===== src/rtl/swp_mem_seq.sv =====
// Memory-phase sequencer for SWP/SWPB.
// A decoded swap runs a locked read of [Rn], then a locked write of Rm to
// [Rn], then a one-cycle writeback of the loaded value to Rd. The pipeline
// is stalled through o_busy for the whole sequence.
//
// Ports:
//   clk, rst       clock, asynchronous active-high reset
//   en             pipeline advance; qualifies i_swp_start in IDLE only
//   i_swp_start    swap instruction present in execute
//   i_swp_byte     1 = SWPB, 0 = SWP
//   i_addr         Rn (swap address)
//   i_wdata        Rm (store data)
//   i_rd           destination register index
//   i_mem_ready    memory accepts/completes the current request
//   i_mem_rdata    read data, valid with i_mem_ready during the read phase
//   o_busy         sequence in progress (stall request)
//   o_mem_req/we/lock/addr/be/wdata   memory request bus
//   o_wb_en/rd/data                   register writeback
//
// Every output is a flop loaded from the next state and the next captured
// operands, so nothing is combinationally dependent on i_swp_start.
module swp_mem_seq #(
  parameter int unsigned ADDR_W    = 32,
  parameter bit          RD_ROTATE = 1'b1
) (
  input  logic              clk,
  input  logic              rst,
  input  logic              en,
  input  logic              i_swp_start,
  input  logic              i_swp_byte,
  input  logic [ADDR_W-1:0] i_addr,
  input  logic [31:0]       i_wdata,
  input  logic [3:0]        i_rd,
  input  logic              i_mem_ready,
  input  logic [31:0]       i_mem_rdata,
  output logic              o_busy,
  output logic              o_mem_req,
  output logic              o_mem_we,
  output logic              o_mem_lock,
  output logic [ADDR_W-1:0] o_mem_addr,
  output logic [3:0]        o_mem_be,
  output logic [31:0]       o_mem_wdata,
  output logic              o_wb_en,
  output logic [3:0]        o_wb_rd,
  output logic [31:0]       o_wb_data
);

  typedef enum logic [1:0] {
    IDLE  = 2'd0,
    READ  = 2'd1,
    WRITE = 2'd2,
    WB    = 2'd3
  } state_t;

  state_t            state_q, state_d;
  logic [ADDR_W-1:0] addr_q, addr_d;
  logic [31:0]       wdata_q, wdata_d;
  logic [3:0]        rd_q, rd_d;
  logic              byte_q, byte_d;
  logic [31:0]       rdata_q, rdata_d;

  logic              busy_d, req_d, we_d, lock_d, wb_en_d;
  logic [ADDR_W-1:0] mem_addr_d;
  logic [3:0]        be_d, wb_rd_d;
  logic [31:0]       mem_wdata_d, wb_data_d;

  // Load formatting: byte lane extract (zero-extended) or word rotate.
  function automatic logic [31:0] load_fmt(input logic [31:0] rdata,
                                           input logic [1:0]  lane,
                                           input logic        is_byte);
    logic [63:0] dbl;
    dbl = {rdata, rdata} >> {lane, 3'b000};
    if (is_byte)        return {24'h0, dbl[7:0]};
    else if (RD_ROTATE) return dbl[31:0];
    else                return rdata;
  endfunction

  // Next state and operand capture.
  always_comb begin
    state_d = state_q;
    addr_d  = addr_q;
    wdata_d = wdata_q;
    rd_d    = rd_q;
    byte_d  = byte_q;
    rdata_d = rdata_q;
    case (state_q)
      IDLE: begin
        if (en && i_swp_start) begin
          addr_d  = i_addr;
          wdata_d = i_wdata;
          rd_d    = i_rd;
          byte_d  = i_swp_byte;
          state_d = READ;
        end
      end
      READ: begin
        if (i_mem_ready) begin
          rdata_d = load_fmt(i_mem_rdata, addr_q[1:0], byte_q);
          state_d = WRITE;
        end
      end
      WRITE:   if (i_mem_ready) state_d = WB;
      WB:      state_d = IDLE;
      default: state_d = IDLE;
    endcase
  end

  // Output values for the state being entered; lock spans READ and WRITE.
  always_comb begin
    busy_d      = 1'b0;
    req_d       = 1'b0;
    we_d        = 1'b0;
    lock_d      = 1'b0;
    mem_addr_d  = '0;
    be_d        = 4'h0;
    mem_wdata_d = 32'h0;
    wb_en_d     = 1'b0;
    wb_rd_d     = 4'h0;
    wb_data_d   = 32'h0;
    case (state_d)
      READ, WRITE: begin
        busy_d     = 1'b1;
        req_d      = 1'b1;
        lock_d     = 1'b1;
        mem_addr_d = {addr_d[ADDR_W-1:2], 2'b00};
        be_d       = byte_d ? 4'(4'b0001 << addr_d[1:0]) : 4'hF;
        if (state_d == WRITE) begin
          we_d        = 1'b1;
          mem_wdata_d = byte_d ? {4{wdata_d[7:0]}} : wdata_d;
        end
      end
      WB: begin
        busy_d    = 1'b1;
        wb_en_d   = 1'b1;
        wb_rd_d   = rd_d;
        wb_data_d = rdata_d;
      end
      default: ;
    endcase
  end

  // State, captured operands and registered outputs.
  always_ff @(posedge clk or posedge rst) begin
    if (rst) begin
      state_q     <= IDLE;
      addr_q      <= '0;
      wdata_q     <= 32'h0;
      rd_q        <= 4'h0;
      byte_q      <= 1'b0;
      rdata_q     <= 32'h0;
      o_busy      <= 1'b0;
      o_mem_req   <= 1'b0;
      o_mem_we    <= 1'b0;
      o_mem_lock  <= 1'b0;
      o_mem_addr  <= '0;
      o_mem_be    <= 4'h0;
      o_mem_wdata <= 32'h0;
      o_wb_en     <= 1'b0;
      o_wb_rd     <= 4'h0;
      o_wb_data   <= 32'h0;
    end else begin
      state_q     <= state_d;
      addr_q      <= addr_d;
      wdata_q     <= wdata_d;
      rd_q        <= rd_d;
      byte_q      <= byte_d;
      rdata_q     <= rdata_d;
      o_busy      <= busy_d;
      o_mem_req   <= req_d;
      o_mem_we    <= we_d;
      o_mem_lock  <= lock_d;
      o_mem_addr  <= mem_addr_d;
      o_mem_be    <= be_d;
      o_mem_wdata <= mem_wdata_d;
      o_wb_en     <= wb_en_d;
      o_wb_rd     <= wb_rd_d;
      o_wb_data   <= wb_data_d;
    end
  end

endmodule


===== config.mk =====
export PLATFORM = sky130hd
export DESIGN_NAME = swp_mem_seq
export DESIGN_NICKNAME = d
export VERILOG_FILES = /design/src/rtl/swp_mem_seq.sv
export SDC_FILE = /design/constraint.sdc
export NUM_CORES = 1
export LEC_CHECK = 0
export ABC_AREA = 1
export BUFFER_PORTS_ARGS = -buffer_cell sky130_fd_sc_hd__buf_2
export CAP_MARGIN = 20
export CORE_MARGIN = 1
export CORE_UTILIZATION = 45
export DETAILED_ROUTE_END_ITERATION = 8
export GPL_TIMING_DRIVEN = 1
export PLACE_DENSITY = 0.69
export SYNTH_ARGS = -nofsm -noshare
export SYNTH_HDL_FRONTEND = slang
export SYNTH_SLANG_ARGS = --single-unit

===== constraint.sdc =====
create_clock -name clk -period 11.4 [get_ports clk]
set_input_delay 1.14 -clock clk [delete_from_list [all_inputs] [get_ports clk]]
set_output_delay 1.14 -clock clk [all_outputs]
set_load 0.01 [all_outputs]

# Word level (Yosys, flattened, before mapping)
# Index checks and enable logic that the tools add are counted.
# W data, S select, Z words.
dict set report totals {
  word_cells 55
  reg_bits 211
  input_bits 106
}
dict set report classes {
  muxes 28
  eq_ne 6
  n_reduce_logical 4
  n_shift 2
}
# op count
set op_table {}
lappend op_table {{$mux W32} 12}
lappend op_table {{$shr A64 B5 Y32} 1}
lappend op_table {{$mux W4} 5}
lappend op_table {{$eq A2 B2 Y1 const B} 4}
lappend op_table {{$pmux W2 S4} 1}
lappend op_table {{$mux W1} 7}
lappend op_table {{$mux W2} 3}
lappend op_table {{$eq A2 B1 Y1 const B} 2}
lappend op_table {{$shl A1 B2 Y4 const A} 1}
lappend op_table {{$reduce_or A3 Y1} 1}
lappend op_table {{$logic_not A2 Y1} 1}
lappend op_table {{$reduce_or A2 Y1} 1}
lappend op_table {{$logic_and A1 B1 Y1} 1}

# Logic depth before layout (Yosys ltp)
dict set report depth {
  ltp_word 6
  depth_mapped 12
}

# Least setup slack after synthesis
# Ideal clock, no wire load.
dict set report synth_path {
  kind {input-to-reg}
  startpoint {input port i_mem_ready}
  endpoint {register o_mem_wdata[11]}
  t_arrival_ns 2.877
  required_ns 11.264
  stages 11
  path_slack_ns 8.386
  n_path_buf 2
  setup_time_ns 0.136
  cell_sequence {nand2_2 > nor2_4 > inv_4 > a21oi_1 > inv_1 > ha_1 > clkbuf_1 > inv_1 > nand2_1 > clkbuf_1 > a21oi_1}
}
dict set report synth_via {
  elab_chain_cells 5
  elab_cells_between_ends 8
  classes_between {2 x eq/ne; 5 x mux; 1 x reduce/logical}
}
# element line_no
set synth_rtl {}
lappend synth_rtl {{start, declared} 34} ;# input logic i_mem_ready,
lappend synth_rtl {{$mux W2, on equally long branches} {102, 97}}
lappend synth_rtl {{$pmux W2 S4 (*)} 86} ;# case (state_q)
lappend synth_rtl {{named net state_d[1]} 55} ;# state_t state_q, state_d;
lappend synth_rtl {{$eq A2 B2 Y1 / $eq A2 B1 Y1 (equally long branches)} {120, 127}}
lappend synth_rtl {{$mux W32 / $reduce_or A2 Y1 (equally long branches)} --}
lappend synth_rtl {{$mux W32 (*)} 120} ;# case (state_d)
lappend synth_rtl {{named net mem_wdata_d[11]} 65} ;# logic [31:0] mem_wdata_d, wb_data_d;
lappend synth_rtl {{end signal, assigned} 174} ;# o_mem_wdata <= mem_wdata_d;
lappend synth_rtl {{end, declared} 42} ;# output logic [31:0] o_mem_wdata,
# Mark *: on every way through the listed nets, which the timed path passes. The rest lies on a longest branch.

# Final worst setup path
dict set report layout_path {
  startpoint {input port i_mem_ready}
  endpoint {register o_mem_wdata[20]}
}
# The elaborated chain is that of the path after synthesis.

==> impl_metrics.csv <==
group,metric,value,unit
worst_setup_path,startpoint_type,"input port",
cells_and_area,multi_input_area,2670,µm²
pwr,combPwrFrac,36.7,%
clocking,clockRootBuffer,"clkbuf_16",
yosys,synth_ff_type,"dfrtp_1",
place,place_congestion,0.835,
clocking,cts_hold_buf,0,
yosys,ys_types,25,
clocking,numCtsBuffers,23,
worst_setup_path,critPathArrivalTime,3.61,ns
sta,report.final.hold_viol_count,0,
floorplan,die_h,139,µm
sta,holdWs,0.468,ns
sta,tightest_slew,1.03,ns
drt,routed_wirelength,20500,µm
yosys,postSynthRegisterBits,209,
sta,final.setup_skew,0.00863,ns
sta,period_minus_slack,3.21,ns
pwr,seqPwrFrac,38.3,%
worst_setup_path,endpoint_kind,"flop",
hold_path,hold_class,"flop to flop",
yosys,synth_area,8490,µm²
cells_and_area,area_delta_synth_final,23.3,%
clocking,insertion_delay,0.49,ns
clocking,cts_buffer_depth,3,
pwr,intPower,0.00186,W
place,io_buffer_count,212,
worst_setup_path,r2r_slack,8.26,ns
floorplan,core-area,18200,µm²
drt,wire_per_inst,15.3,µm
clocking,clock-sinks,209,
floorplan,dieArea,19400,µm²
drt,routed_via_density,5.00,
floorplan,start_util,46.6,%
cells_and_area,nFillCells,1597,
sta,relSlewSlack,31.5,%
pwr,power_density,287,nW/µm²
worst_setup_path,cpPeakStageDelay,0.48,ns
job,maxCapViolations,0,
drt,vias,6715,
worst_setup_path,slowest_stage,"nand2_1",
clocking,postCtsSetupRepairBufs,0,
place,post-dp-hpwl,13200,µm
floorplan,pin_count,215,
grt,antenna_found_initial,2,
floorplan,fp.dieW,139,µm
yosys,synth_area_per_cell,9.39,µm²
worst_setup_path,worstSetupPathType,"input port to flop",
clocking,cts_resized,0,
run_status,outcome,"finished clean",
floorplan,row_count,49,
clocking,clk_pin_slew_worst_paths,0.06,ns
pwr,p_sw,0.00115,W
yosys,yosys_warnings,0,
pwr,power_leakage,5.76,nW
pwr,switching_share,38.2,%
cells_and_area,drive_gt1_share,27.3,%
cells_and_area,seq_area,5230,µm²
grt,overflow,0,
yosys,synth-seq-area-share,61.6,%
place,pre_cts_ws,7.66,ns
clocking,htree_levels,1,
cells_and_area,fin_cells,1342,
yosys,synth_edf_count,0,
sta,rsz0062_at_grt,"no",
cells_and_area,layout.nets,1207,
worst_setup_path,cp.required,11.79,ns
grt,grt_pass1_wl,32500,µm
sta,setup_ws,8.19,ns
drt,first_pass_iters,5,
worst_setup_path,crit_chain,"buf_2, nand2_2, nor2_4, inv_4, a21oi_1, inv_1, ha_1, inv_1, nand2_1, a21oi_1",
pwr,ir_worst_vdd,0.134,mV
pwr,clockPowerShare,25.0,%
yosys,async_reset_ff_share,100,%
place,post-place-cells,1297,
yosys,netlist_instances,904,
sta,final_max_slew_viol_count,0,
drt,drt_iter0_drc,410,
worst_setup_path,crit_fanout,34,
sta,fin_crit_sh,28.2,%
grt,grt_pass1_vias,6303,
clocking,cts_tree,"built",
grt,grt_max_degree,130,
drt,post-route-drc-count,0,
sta,final-setup-viol-count,0,
grt,grt_usage,21.1,%
sta,final.setup.tns,0,ns
sta,max_freq,0.311,GHz
drt,antenna_left,0,
-- kinds of logic after synthesis --
logic type | count (synthesis) | share of synthesized area (%)
compound gates | 105 | 7.11
fa+ha+maj | 5 | 0.737
buf+inv | 135 | 6.97
flops | 209 | 61.6
other cells | 1 | 0.0442
simple gates | 449 | 23.5
-- path summary, 6_finish.rpt --
path,startpoint,endpoint,depth (start not counted)
max in group asynchronous,rst,o_mem_wdata[29]$_DFF_PP0_,4
min in group asynchronous,rst,o_wb_data[26]$_DFF_PP0_,2
worst max register to register,state_q[1]$_DFF_PP0_,o_mem_wdata[20]$_DFF_PP0_,8
worst min register to register,wdata_q[13]$_DFF_PP0_,wdata_q[13]$_DFF_PP0_,2
worst min-delay path,wdata_q[13]$_DFF_PP0_,wdata_q[13]$_DFF_PP0_,2
worst max-delay path,i_mem_ready,o_mem_wdata[20]$_DFF_PP0_,10
-- metal layers --
layer	up-vias	track usage (%)	share of wire, %
met1	3168	28.9	42
met3	30	5.54	8.6
li1	3242	-	-
met5	-	0	0
met2	275	33.3	47
met4	0	5.32	2.2
-- synth_stat cells (11+ instances only) --
| master | count | area (µm²) |
|---|---|---|
| nand2_1 | 276 | 1040 |
| dfrtp_1 | 209 | 5230 |
| nand3_1 | 112 | 561 |
| inv_1 | 80 | 300 |
| a21oi_1 | 49 | 245 |
| nor2_1 | 34 | 128 |
| o21ai_0 | 24 | 120 |
| buf_2 | 23 | 115 |
| a21oi_2 | 20 | 175 |
| nand3_2 | 20 | 200 |
| clkbuf_1 | 14 | 52.6 |
| o21ai_1 | 11 | 55.1 |
-- sequential cells by signal (all words and copies together) (netlist names), 2 cells and up --
| signal | cells |
|---|---|
| addr_q | 32 |
| o_mem_addr | 30 |
| o_mem_be | 4 |
| o_mem_wdata | 32 |
| o_wb_data | 32 |
| o_wb_rd | 4 |
| rd_q | 4 |
| rdata_q | 32 |
| state_q | 2 |
| wdata_q | 32 |
-- cells in the final DEF (no fill, tap or decap) --
cell and instances:
inv_4 1, nor2_8 1, dfrtp_1 209, inv_1 79
buf_16 3, o21ai_0 24, clkbuf_16 23, nand3_1 112
clkinv_4 2, ha_1 5, clkbuf_1 3, clkinvlp_4 1
nand3b_1 2, diode_2 1, nand3_2 20, buf_2 212
nor2_4 2, nor2_1 34, clkbuf_8 7, nand2_1 276
bufinv_16 2, o21ai_1 11, clkinv_2 3, buf_4 4
inv_8 1, nand2_4 1, conb_1 2, a21oi_1 49
nand2_2 1, a21oi_2 20, a21boi_0 1, clkinv_1 1
-- worst max-delay path, delay by kind of cell --
family,cells,cell delay (ns)
and+or+nand+nor,3,0.83
AOI/OAI and AO/OA,2,0.74
buffers and inverters,4,0.54
adders and majority gates,1,0.34
-- power groups by stage --
stage	Clock (W)	Sequential, W	Combinational, W
finish	0.000752	0.00115	0.00111
global route	0.000797	0.00118	0.00125
CTS	0.000767	0.00117	0.00109
detailed placement	0	0.00117	0.00108
global placement	0	0.00117	0.00105
floorplan	0	0.00120	0.000718
-- stage by stage --
stage / power (W) / cell area [µm²] / util (%)
detailed placement: 0.00226 / 9600 / 52.7
global placement: 0.00222 / 9600 / 52.7
floorplan: 0.00192 / 8490 / -
global route: 0.00323 / 10500 / 57.5
finish: 0.00301 / 10500 / 57.5
CTS: 0.00302 / 10400 / 57.0
-- area by class of cell --
cell class | count | area share (%)
Sequential cell | 209 | 50.0
Multi-Input combinational cell | 561 | 25.5
Timing Repair Buffer | 219 | 11.2
Clock buffer | 33 | 6.53
Inverter | 82 | 3.04
Tap cell | 229 | 2.74
Clock inverter | 8 | 0.956
Antenna cell | 1 | 0.0239
(Power assumes the default switching activity.)
